File: src/rtl/display_pkg.sv
// -----------------------------------------------------------------------------
// display_pkg
//
// Shared definitions for the four-digit multiplexed seven-segment display.
//   - scan_state_e : scan FSM states (BLANK = anodes forced off, DRIVE = digit lit)
//   - SEG_0..SEG_F : active-low segment codes, bit 6 = g ... bit 0 = a
//   - ANODE_OFF    : all four active-low anodes released
//   - SEG_OFF      : all seven active-low segments dark
//   - DISPLAY_OFF  : {ANODE_OFF, SEG_OFF}, the fully dark display word
// -----------------------------------------------------------------------------
package display_pkg;

  localparam int unsigned NUM_DIGITS = 4;

  typedef enum logic {
    BLANK = 1'b0,
    DRIVE = 1'b1
  } scan_state_e;

  // Segment order is {g, f, e, d, c, b, a}; a 0 lights the segment.
  localparam logic [6:0] SEG_0 = 7'b1000000;
  localparam logic [6:0] SEG_1 = 7'b1111001;
  localparam logic [6:0] SEG_2 = 7'b0100100;
  localparam logic [6:0] SEG_3 = 7'b0110000;
  localparam logic [6:0] SEG_4 = 7'b0011001;
  localparam logic [6:0] SEG_5 = 7'b0010010;
  localparam logic [6:0] SEG_6 = 7'b0000010;
  localparam logic [6:0] SEG_7 = 7'b1111000;
  localparam logic [6:0] SEG_8 = 7'b0000000;
  localparam logic [6:0] SEG_9 = 7'b0010000;
  localparam logic [6:0] SEG_A = 7'b0001000;
  localparam logic [6:0] SEG_B = 7'b0000011;  // lower-case b
  localparam logic [6:0] SEG_C = 7'b1000110;
  localparam logic [6:0] SEG_D = 7'b0100001;  // lower-case d
  localparam logic [6:0] SEG_E = 7'b0000110;
  localparam logic [6:0] SEG_F = 7'b0001110;

  localparam logic [3:0]  ANODE_OFF   = 4'b1111;
  localparam logic [6:0]  SEG_OFF     = 7'h7F;
  localparam logic [10:0] DISPLAY_OFF = {ANODE_OFF, SEG_OFF};

endpackage

File: src/rtl/hex_to_7seg.sv
// -----------------------------------------------------------------------------
// hex_to_7seg
//
// Purely combinational hex-digit to seven-segment decoder covering 0-9 and
// A, b, C, d, E, F.
//
// Ports
//   hex : 4-bit hex digit to display
//   seg : active-low segment pattern, bit 6 = g ... bit 0 = a
// -----------------------------------------------------------------------------
module hex_to_7seg
  import display_pkg::*;
(
  input  logic [3:0] hex,
  output logic [6:0] seg
);

  always_comb begin
    seg = SEG_OFF;
    unique case (hex)
      4'h0: seg = SEG_0;
      4'h1: seg = SEG_1;
      4'h2: seg = SEG_2;
      4'h3: seg = SEG_3;
      4'h4: seg = SEG_4;
      4'h5: seg = SEG_5;
      4'h6: seg = SEG_6;
      4'h7: seg = SEG_7;
      4'h8: seg = SEG_8;
      4'h9: seg = SEG_9;
      4'hA: seg = SEG_A;
      4'hB: seg = SEG_B;
      4'hC: seg = SEG_C;
      4'hD: seg = SEG_D;
      4'hE: seg = SEG_E;
      4'hF: seg = SEG_F;
    endcase
  end

endmodule

File: src/rtl/display_scan_ctrl.sv
// -----------------------------------------------------------------------------
// display_scan_ctrl
//
// Time-multiplexed scan controller for a four-digit common-anode display.
// Each digit owns a slot of SCAN_DIV cycles; the first BLANK_CYC cycles of a
// slot keep every anode off to stop the previous digit ghosting into the next.
// The displayed value lives in a shadow register that only updates on the last
// DRIVE cycle of digit 3, so a frame is never drawn with mixed old/new data.
//
// Parameters
//   SCAN_DIV  : clock cycles per digit slot
//   BLANK_CYC : anode-off cycles at the start of every slot (1..SCAN_DIV-1)
//
// Ports
//   CLK         : clock, all state on the rising edge
//   RST         : synchronous active-high reset
//   data_in     : four hex digits, digit i = data_in[4i+3:4i], digit 0 rightmost
//   blank_in    : per-digit blank mask, bit i = 1 keeps digit i dark
//   load        : update request, held with data_in/blank_in until ack
//   ack         : one-cycle pulse after data_in/blank_in were captured
//   display_out : registered {anodes[3:0], segments[6:0]}, all active-low
// -----------------------------------------------------------------------------
module display_scan_ctrl
  import display_pkg::*;
#(
  parameter int unsigned SCAN_DIV  = 50000,
  parameter int unsigned BLANK_CYC = 500
) (
  input  logic        CLK,
  input  logic        RST,
  input  logic [15:0] data_in,
  input  logic [3:0]  blank_in,
  input  logic        load,
  output logic        ack,
  output logic [10:0] display_out
);

  localparam int unsigned CNT_W = (SCAN_DIV > 1) ? $clog2(SCAN_DIV) : 1;
  localparam logic [CNT_W-1:0] CNT_LAST  = CNT_W'(SCAN_DIV - 1);
  localparam logic [CNT_W-1:0] CNT_BLANK = CNT_W'(BLANK_CYC);

  // Scan position
  logic [CNT_W-1:0] cnt_q, cnt_d;
  logic [1:0]       dig_q, dig_d;
  scan_state_e      state_q, state_d;

  // Shadow copy of the displayed value
  logic [15:0] data_q;
  logic [3:0]  blank_q;

  logic        ack_q;
  logic [10:0] out_q, out_d;

  logic        slot_end;
  logic        frame_end;
  logic        capture;
  logic [3:0]  cur_hex;
  logic [6:0]  cur_seg;
  logic [3:0]  anode_on;

  assign slot_end  = (cnt_q == CNT_LAST);
  // BLANK_CYC < SCAN_DIV guarantees the last slot cycle is a DRIVE cycle.
  assign frame_end = slot_end && (dig_q == 2'd3);
  assign capture   = frame_end && load;

  // ---------------------------------------------------------------------------
  // Next-state: slot counter, digit index and BLANK/DRIVE phase
  // ---------------------------------------------------------------------------
  always_comb begin
    cnt_d   = cnt_q + 1'b1;
    dig_d   = dig_q;
    state_d = state_q;

    if (slot_end) begin
      cnt_d = '0;
      dig_d = dig_q + 2'd1;
    end

    unique case (state_q)
      // Enter DRIVE on the edge where the counter reaches BLANK_CYC.
      BLANK: if (!slot_end && (cnt_d == CNT_BLANK)) state_d = DRIVE;
      DRIVE: if (slot_end) state_d = BLANK;
      default: state_d = BLANK;
    endcase
  end

  // ---------------------------------------------------------------------------
  // Output word for the current position, registered below
  // ---------------------------------------------------------------------------
  assign cur_hex  = data_q[{dig_q, 2'b00} +: 4];
  assign anode_on = ANODE_OFF & ~(4'b0001 << dig_q);

  hex_to_7seg u_hex_to_7seg (
    .hex (cur_hex),
    .seg (cur_seg)
  );

  always_comb begin
    out_d = DISPLAY_OFF;
    if ((state_q == DRIVE) && !blank_q[dig_q]) begin
      out_d = {anode_on, cur_seg};
    end
  end

  // ---------------------------------------------------------------------------
  // State registers
  // ---------------------------------------------------------------------------
  always_ff @(posedge CLK) begin
    if (RST) begin
      cnt_q   <= '0;
      dig_q   <= 2'd0;
      state_q <= BLANK;
      data_q  <= 16'h0000;
      blank_q <= 4'b0000;
      ack_q   <= 1'b0;
      out_q   <= DISPLAY_OFF;
    end else begin
      cnt_q   <= cnt_d;
      dig_q   <= dig_d;
      state_q <= state_d;
      ack_q   <= capture;
      out_q   <= out_d;
      if (capture) begin
        data_q  <= data_in;
        blank_q <= blank_in;
      end
    end
  end

  assign ack         = ack_q;
  assign display_out = out_q;

endmodule
File: config.mk
export PLATFORM = sky130hd
export DESIGN_NAME = display_scan_ctrl
export DESIGN_NICKNAME = d
export VERILOG_FILES = /design/src/rtl/display_pkg.sv /design/src/rtl/hex_to_7seg.sv /design/src/rtl/display_scan_ctrl.sv
export SDC_FILE = /design/constraint.sdc
export NUM_CORES = 1
export LEC_CHECK = 0
export CAP_MARGIN = 10
export CORE_MARGIN = 5
export CORE_UTILIZATION = 58
export DETAILED_ROUTE_END_ITERATION = 16
export PLACE_DENSITY_LB_ADDON = 0.05
export SLEW_MARGIN = 15
export SYNTH_ARGS = -nofsm -noshare
export SYNTH_HDL_FRONTEND = slang
export SYNTH_SLANG_ARGS = --single-unit
File: constraint.sdc
create_clock -name CLK -period 5.05 [get_ports CLK]
set_input_delay 1.01 -clock CLK [delete_from_list [all_inputs] [get_ports CLK]]
set_output_delay 1.01 -clock CLK [all_outputs]
set_load 0.02 [all_outputs]
# Yosys cells after proc, flatten, opt, wreduce, memory -nomap -nowiden
# Memories as Yosys holds them, arrays and structs flattened. A register that Yosys moved wholly into a read port is not among the register bits.
# Index checks and enable logic that the tools add are counted.
classes:
  n_addsub: 2
  n_lt_le_gt_ge: 1
  eq_ne: 3
  n_shift: 2
  muxes: 6
  bitwise: 3
  n_reduce_logical: 7
op_table:
  columns: ["op", "n"]
  rows:
  - ["$add A16 B1 Y16 const B", 1]
  - ["$eq A16 B16 Y1 const B", 1]
  - ["$eq A16 B9 Y1 const B", 1]
  - ["$mux W16", 1]
  - ["$shiftx A16 B5 Y4", 1]
  - ["$logic_and A1 B1 Y1", 4]
  - ["$not A4 Y4", 1]
  - ["$shl A1 B2 Y4 const A", 1]
  - ["$lt A2 B3 Y1 const B", 1]
  - ["$mux W1", 3]
  - ["$add A2 B1 Y2 const B", 1]
  - ["$bmux W1 S2", 1]
  - ["$eq A2 B2 Y1 const B", 1]
  - ["$logic_not A1 Y1", 2]
  - ["$not A1 Y1", 2]
  - ["$pmux W1 S2", 1]
  - ["$reduce_or A2 Y1", 1]
totals:
  regBits: 51
  romBits: 112
  inputBits: 23
  mem_count: 1
memory_table:
  columns: ["name", "depth", "word_bits", "read_ports", "rd_clocked_by_memory_dff", "write_ports", "line_no", "rtl"]
  rows:
  - ["(name not given)", 16, 7, 1, 1, 0, "hex_to_7seg.sv:20", "unique case (hex)"]

# Longest topological paths before layout
# Gate-level depths: netlist of the first run.
depth:
  ltp_word: 6
  ltp_mapped: 7

# By module
# Synthesis of the first run repeated with hierarchy kept, for this count alone.
hier_totals:
  cells_unflattened: 294
  area_unflattened_um2: 2529.9
modules_own_cells:
  columns: ["mod", "n_inst", "cells_each", "area_per_inst_um2", "seq_area_each_um2"]
  rows:
  - ["display_scan_ctrl", 1, 259, 2259.7, 1021.0]
  - ["hex_to_7seg", 1, 35, 270.3, 0.0]

# Worst setup path after synthesis of the first run
# OpenSTA, ideal clock, no wires.
synth_timing:
  kind: "reg-to-reg"
  from: "reg dig_q[0]"
  to: "reg out_q[3] (netlist: display_out[3])"
  setup_ps: 117
  t_arrival_ps: 1976
  slack_ps: 2957
  stages_incl_launch_ff: 8
  synth_period_minus_slack_ps: 2093
  cell_sequence: "dfxtp_1 > buf_2 > mux4_2 > inv_1 > ha_1 > inv_1 > mux4_2 > nand2b_1"
synth_between:
  elab_chain_len: 6
  elab_cells_between_ends: 7
synth_rtl:
  columns: ["item", "line_no", "rtl"]
  rows:
  - ["from (decl)", "display_scan_ctrl.sv:44", "logic [1:0] dig_q, dig_d;"]
  - ["from (signal assigned)", "display_scan_ctrl.sv:119", "dig_q <= dig_d;"]
  - ["$bmux W1 S2", "display_scan_ctrl.sv:100", "if ((state_q == DRIVE) && !blank_q[dig_q]) begin"]
  - ["$mux W1 (implied by the code)", "display_scan_ctrl.sv:100", null]
  - ["$logic_not A1 Y1", "display_scan_ctrl.sv:100", null]
  - ["$logic_and A1 B1 Y1", "display_scan_ctrl.sv:100", null]
  - ["$not A1 Y1 (no source line)", null, null]
  - ["$reduce_or A2 Y1 (no source line)", null, null]
  - ["to (decl)", "display_scan_ctrl.sv:52", "logic [10:0] out_q, out_d;"]
# Parallel ways exist; a longest one is shown, timed or not. The select of a mux whose other input is x is not followed.
# A chain may end at the register's enable or synchronous reset.

# Final worst setup path of the first run
layout_timing:
  from: "reg cnt_q[0]"
  to: "reg data_q[14]"
layout_between:
  elab_chain_len: 3
layout_rtl:
  columns: ["item", "line_no", "rtl"]
  rows:
  - ["from (decl)", "display_scan_ctrl.sv:43", "logic [CNT_W-1:0] cnt_q, cnt_d;"]
  - ["from (signal assigned)", "display_scan_ctrl.sv:118", "cnt_q <= cnt_d;"]
  - ["$eq A16 B16 Y1", "display_scan_ctrl.sv:61", "assign slot_end = (cnt_q == CNT_LAST);"]
  - ["$logic_and A1 B1 Y1", "display_scan_ctrl.sv:63", "assign frame_end = slot_end && (dig_q == 2'd3);"]
  - ["$logic_and A1 B1 Y1", "display_scan_ctrl.sv:64", "assign capture = frame_end && load;"]
  - ["to (signal assigned)", "display_scan_ctrl.sv:124", "data_q <= data_in;"]
  - ["to (decl)", "display_scan_ctrl.sv:48", "logic [15:0] data_q;"]
# Every way passes these cells.

==> impl_metrics.yaml, run 1 <==
logic_synthesis:
  synth-edff-count: 0
  synth_nets: 303
  synthArstFlopShare_pct: 0
  synth.ff_latch_count: 51
  yosys.area.top_type_share_pct: 42.5
  yosys.area.top_type: "dfxtp_1"
  yosysWarnings: 0
  synth.distinct_cells: 40
  synthesis.area_sq_um: 2400
  synthCells: 269
  yosysSeqAreaShare_pct: 42.5
  synth_ff_type: "dfxtp_1"
  syn_avg_cell_area_sq_um: 8.92
  yosys-top-cells-area: "dfxtp_1 43%, nand2_1 8.3%, ha_1 5.7%, mux4_2 5.6%, a21oi_1 5.2%"
placement:
  place_congestion: 0.850
  io_buffers: 34
  dpl_cell_area_sq_um: 2720
  dp_hpwl_mm: 3.42
die:
  die_y_microns: 74.3
  initial_core_util_pct: 60.0
  row_count: 23
  coreArea_sq_um: 4000
  die_w_microns: 74.3
  ios: 35
  die_area_sq_um: 5520
critical_path:
  reg2reg_slack_ns: 2.50
  crit_type: "flip-flop to flip-flop"
  endpoint_kind: "flip-flop"
  worstPathArrival_ns: 2.72
  cp-startpoint: "cnt_q[0]"
  ff2ff_path_depth: 6
  rr_startpoint: "cnt_q[0]"
  cp-start-kind: "flip-flop"
  path_max_fanout: 20
  crit_end: "data_q[14]"
  required_ns: 5.22
  timing.rr.end: "data_q[14]"
pwr:
  power.density_nw_per_um2: 255
  p_leak_nw: 0.975
  max-vdd-ir-drop_mv: 0.189
final_layout:
  final_area_sq_um: 2840
  drive_gt1_share_pct: 8.08
  final_cell_mix: "53 x nand2_1, 51 x dfxtp_1, 34 x clkdlybuf4s50_1, 25 x a21oi_1, 23 x nor2_1"
  final_nets: 330
  diodes: 0
  fin_util_pct: 71.0
  area_delta_synth_final_pct: 18.4
  fillers: 342
  final_common_cell: "nand2_1"
cts:
  htreeDepth: 2
  clkTransAtPathRegs_ns: 0.09
  cts_buffers: 5
  cts_num_sinks: 51
  postCtsSetupBuffers: 0
  cts_resized: 0
  insertion_delay_ns: 0.30
  cts_tree: "built"
  cts_root_buf: "clkbuf_8"
  holdBufCountCts: 0
  cts_buffer_depth: 2
timing:
  whs_ns: 0.453
  slew_viol_final: 0
  fin_crit_ns: 2.55
  tightest_slew_ns: 0.722
  hold_viol: 0
  min_period_over_period_pct: 50.5
  rsz0062_at_grt: "no"
  finalSetupTns_ns: 0
  relSlewSlack_pct: 51.7
  skew_ns: 0.00519
  fmax_mhz: 392
  setup_violations: 0
detailed_routing:
  drt-vias-per-instance: 5.41
  wl_mm: 4.68
  detail-route-antenna-nets: 0
  routedWlPerCell_microns: 13.5
  drcViolationCount: 0
  vias: 1877
  drt_pre_antenna_iters: 4
  first_iter_violations: 96
min_path:
  hp-class: "flip-flop to flip-flop"
grt:
  grt_pass1_vias: 1667
  grt_overflow: 0
  grt_start_max_net_pins: 32
  grt_pass1_wl_mm: 7.75
  antenna_found_initial: 0
  grt.total_usage_pct: 18.1
flow_run:
  max_cap_viol_count: 0
status:
  run_status: "finished, final reports clean"
==> synth_stat cells, drive strengths merged (2+ instances only) <==
master / n
nand2: 53
or2: 4
nand3: 9
or4b: 3
o221ai: 4
nor2b: 2
nand4: 2
nor3: 6
and3: 5
inv: 9
a31oi: 2
a21oi: 25
nand2b: 4
mux2i: 3
dfxtp: 51
clkbuf: 6
xor2: 6
xnor2: 10
o21ai: 3
nor2: 23
a31o: 2
buf: 9
ha: 11
nor4: 2
mux4: 6
==> kinds of logic (layout without fill, tap and decap cells) <==
logic type      Yosys count  in the layout  synth area share (%)
fa+ha+maj                11             11                  5.74
mux                       9              9                  6.88
flops                    51             51                  42.5
buf+inv                  24             52                  5.00
compound gates           40             40                  9.80
xor+xnor                 16             16                  5.84
simple gates            118            118                  24.2
==> report_power, final <==
part	switching [mW]	internal (mW)	total, mW	leakage (nW)
Sequential	0.00333	0.404	0.407	0.412
Clock	0.126	0.160	0.286	0.0612
Combinational	0.0108	0.0194	0.0302	0.502
Total	0.140	0.583	0.723	0.975
==> per-layer routing <==
metal | track usage [%] | up-vias | share of wire (%)
met5 | 0 | - | 0
met4 | 4.15 | 0 | 0.81
met3 | 4.05 | 5 | 5.9
met2 | 28.8 | 44 | 46
met1 | 25.3 | 860 | 47
li1 | - | 968 | -
==> how the worst min path moves through the flow <==
stage,from,endpoint,slack [ns],cells after the start
after floorplan,blank_q[2],blank_q[2],0.43,2
after global placement,data_q[10],data_q[10],0.44,2
after detailed placement,blank_q[0],blank_q[0],0.44,2
after CTS,blank_q[0],blank_q[0],0.46,2
after global routing,blank_q[2],blank_q[2],0.47,2
final,blank_q[0],blank_q[0],0.45,2
==> registers in the layout (all words and copies together) (netlist names) <==
| name | cells |
|---|---|
| ack | 1 |
| blank_q | 4 |
| cnt_q | 16 |
| state_q | 1 |
| display_out | 11 |
| data_q | 16 |
| dig_q | 2 |
==> area by class of cell <==
| class | instances | area (sq um) | area share, % |
|---|---|---|---|
| Inverter | 9 | 33.8 | 1.19 |
| Timing Repair Buffer | 35 | 348 | 12.2 |
| Clock inverter | 2 | 35.0 | 1.23 |
| Multi-Input combinational cell | 194 | 1260 | 44.3 |
| Sequential cell | 51 | 1020 | 35.9 |
| Tap cell | 50 | 62.6 | 2.20 |
| Clock buffer | 6 | 82.6 | 2.91 |
==> worst max-delay path, stage by stage (launching register included) <==
cell,delay (ns)
dfxtp_1,0.44
ha_1,0.31
nand3_1,0.23
nor4_4,0.50
nand3_1,0.60
nand2_1,0.24
a21oi_1,0.09
==> metrics by stage <==
step | cells | worst slack (ns) | total power [mW]
floorplan | 269 | 2.96 | 0.427
global placement | 339 | 2.33 | 0.446
detailed placement | 339 | 2.27 | 0.447
CTS | 347 | 2.53 | 0.734
global route | 347 | 2.24 | 0.754
finish | 347 | 2.50 | 0.723
No activity file was read; power rests on OpenSTA's default activity.
==> run 2: changes to the inputs <==
Settings changed: CORE_UTILIZATION 58 to 48.
Clock period 5.05 ns to 2.1 ns, I/O delays scaled along.
==> impl_metrics.yaml, run 2 (synthesized netlist as in run 1, its figures left out) <==
status:
  run_status: "finished, final reports clean"
grt:
  grt_overflow: 0
  grt_start_max_net_pins: 27
  antenna_found_initial: 0
  grt.total_usage_pct: 16.8
  grt_pass1_vias: 1752
  grt_pass1_wl_mm: 8.51
cts:
  cts_num_sinks: 51
  clkTransAtPathRegs_ns: 0.08
  cts_root_buf: "clkbuf_8"
  cts_buffers: 5
  cts_buffer_depth: 2
  cts_tree: "built"
  htreeDepth: 2
  insertion_delay_ns: 0.30
die:
  die_area_sq_um: 6510
  initial_core_util_pct: 50.1
  die_w_microns: 80.7
  coreArea_sq_um: 4790
  die_y_microns: 80.7
  ios: 35
  row_count: 25
detailed_routing:
  drt-vias-per-instance: 5.06
  vias: 1927
  drcViolationCount: 0
  wl_mm: 5.14
  drt_pre_antenna_iters: 4
  detail-route-antenna-nets: 0
  routedWlPerCell_microns: 13.5
  first_iter_violations: 84
critical_path:
  path_max_fanout: 6
  required_ns: 2.30
  worstPathArrival_ns: 2.16
  cp-start-kind: "flip-flop"
  endpoint_kind: "flip-flop"
  crit_type: "flip-flop to flip-flop"
timing:
  fmax_mhz: 509
  setup_slack_ns: 0.137
  finalSetupTns_ns: 0
  min_period_over_period_pct: 93.5
  relSlewSlack_pct: 79.6
  slew_viol_final: 0
  setup_violations: 0
  skew_ns: 0.00604
  fin_crit_ns: 1.96
  rsz0062_at_grt: "no"
  hold_viol: 0
  tightest_slew_ns: 0.303
final_layout:
  area_delta_synth_final_pct: 23.4
  diodes: 0
  final_nets: 347
  final_cell_mix: "53 x nand2_1, 49 x dfxtp_1, 34 x clkdlybuf4s50_1, 25 x a21oi_1, 23 x nor2_1"
  final_common_cell: "nand2_1"
  fin_cells: 381
  drive_gt1_share_pct: 13.1
pwr:
  power_mw: 1.59
  power.density_nw_per_um2: 537
  p_leak_nw: 1.04
  max-vdd-ir-drop_mv: 0.363
placement:
  place_congestion: 0.864
  dp_hpwl_mm: 3.65
  place_inst: 371
  place_ws_ns: 0.0611
  io_buffers: 34
min_path:
  hp-class: "flip-flop to flip-flop"
flow_run:
  max_cap_viol_count: 0
==> run 2: cell count changes in the layout (fill, tap and decap cells not counted) <==
cell       change
bufinv_16      -1
dfxtp_2        +2
clkbuf_8       -1
and3_4         +1
dfxtp_1        -2
buf_4         +16
clkbuf_1       +2
==> run 2: repair_timing <==
| action | in CTS | in global routing |
|---|---|---|
| hold buffers | 0 | 0 |
| setup buffers | 0 | 1 |
| gates resized for setup | 0 | 3 |
| hold endpoints to repair | 0 | 0 |
| endpoints found under the setup margin | 0 | 28 |
==> run 2: critical path, stage by stage, from the launching register on <==
cell      delay (ns)
dfxtp_2         0.39
mux4_2          0.58
inv_1           0.14
ha_1            0.14
inv_1           0.04
mux4_2          0.43
nand2b_1        0.14
==> run 2: path summary, 6_finish.rpt <==
path                                  endpoint  depth (start not counted)        from  slack (ns)
worst min-delay path                blank_q[3]                          2  blank_q[3]        0.45
worst min register to register      blank_q[3]                          2  blank_q[3]        0.45
worst max-delay path            display_out[3]                          6    dig_q[0]        0.14
worst max register to register  display_out[3]                          6    dig_q[0]        0.14
==> run 2: stage by stage <==
step / area, sq um / utilization (%) / hold WS, ns
after floorplan: 2400 / - / 0.429
after global placement: 2860 / 59.7 / 0.439
after detailed placement: 2860 / 59.7 / 0.445
after CTS: 2940 / 61.4 / 0.456
after global routing: 2960 / 61.9 / 0.478
final: 2960 / 61.9 / 0.453
==> run 2: metal layers <==
layer / wire length (microns) / track usage (%) / up-vias
li1: - / - / 1007
met1: 2620 / 25.9 / 857
met2: 2130 / 22.9 / 56
met3: 329 / 4.15 / 7
met4: 63 / 4.56 / 0
met5: 0 / 0 / -
==> run 2: layout make-up <==
class	count	area, sq um
fillers	437	1830
well taps	67	83.8
flip-flops and latches	51	1020
repair buffers	51	468
inverters	9	33.8
clock buffers	7	76.3
clock inverters	1	5.00
multi-input cells	195	1270
==> run 2: where the power goes <==
| part | switching (mW) | internal, mW | leakage, nW | total (mW) |
|---|---|---|---|---|
| Combinational | 0.0304 | 0.0505 | 0.590 | 0.0809 |
| Clock | 0.299 | 0.234 | 0.0422 | 0.533 |
| Sequential | 0.00553 | 0.971 | 0.413 | 0.977 |
| Total | 0.335 | 1.26 | 1.04 | 1.59 |
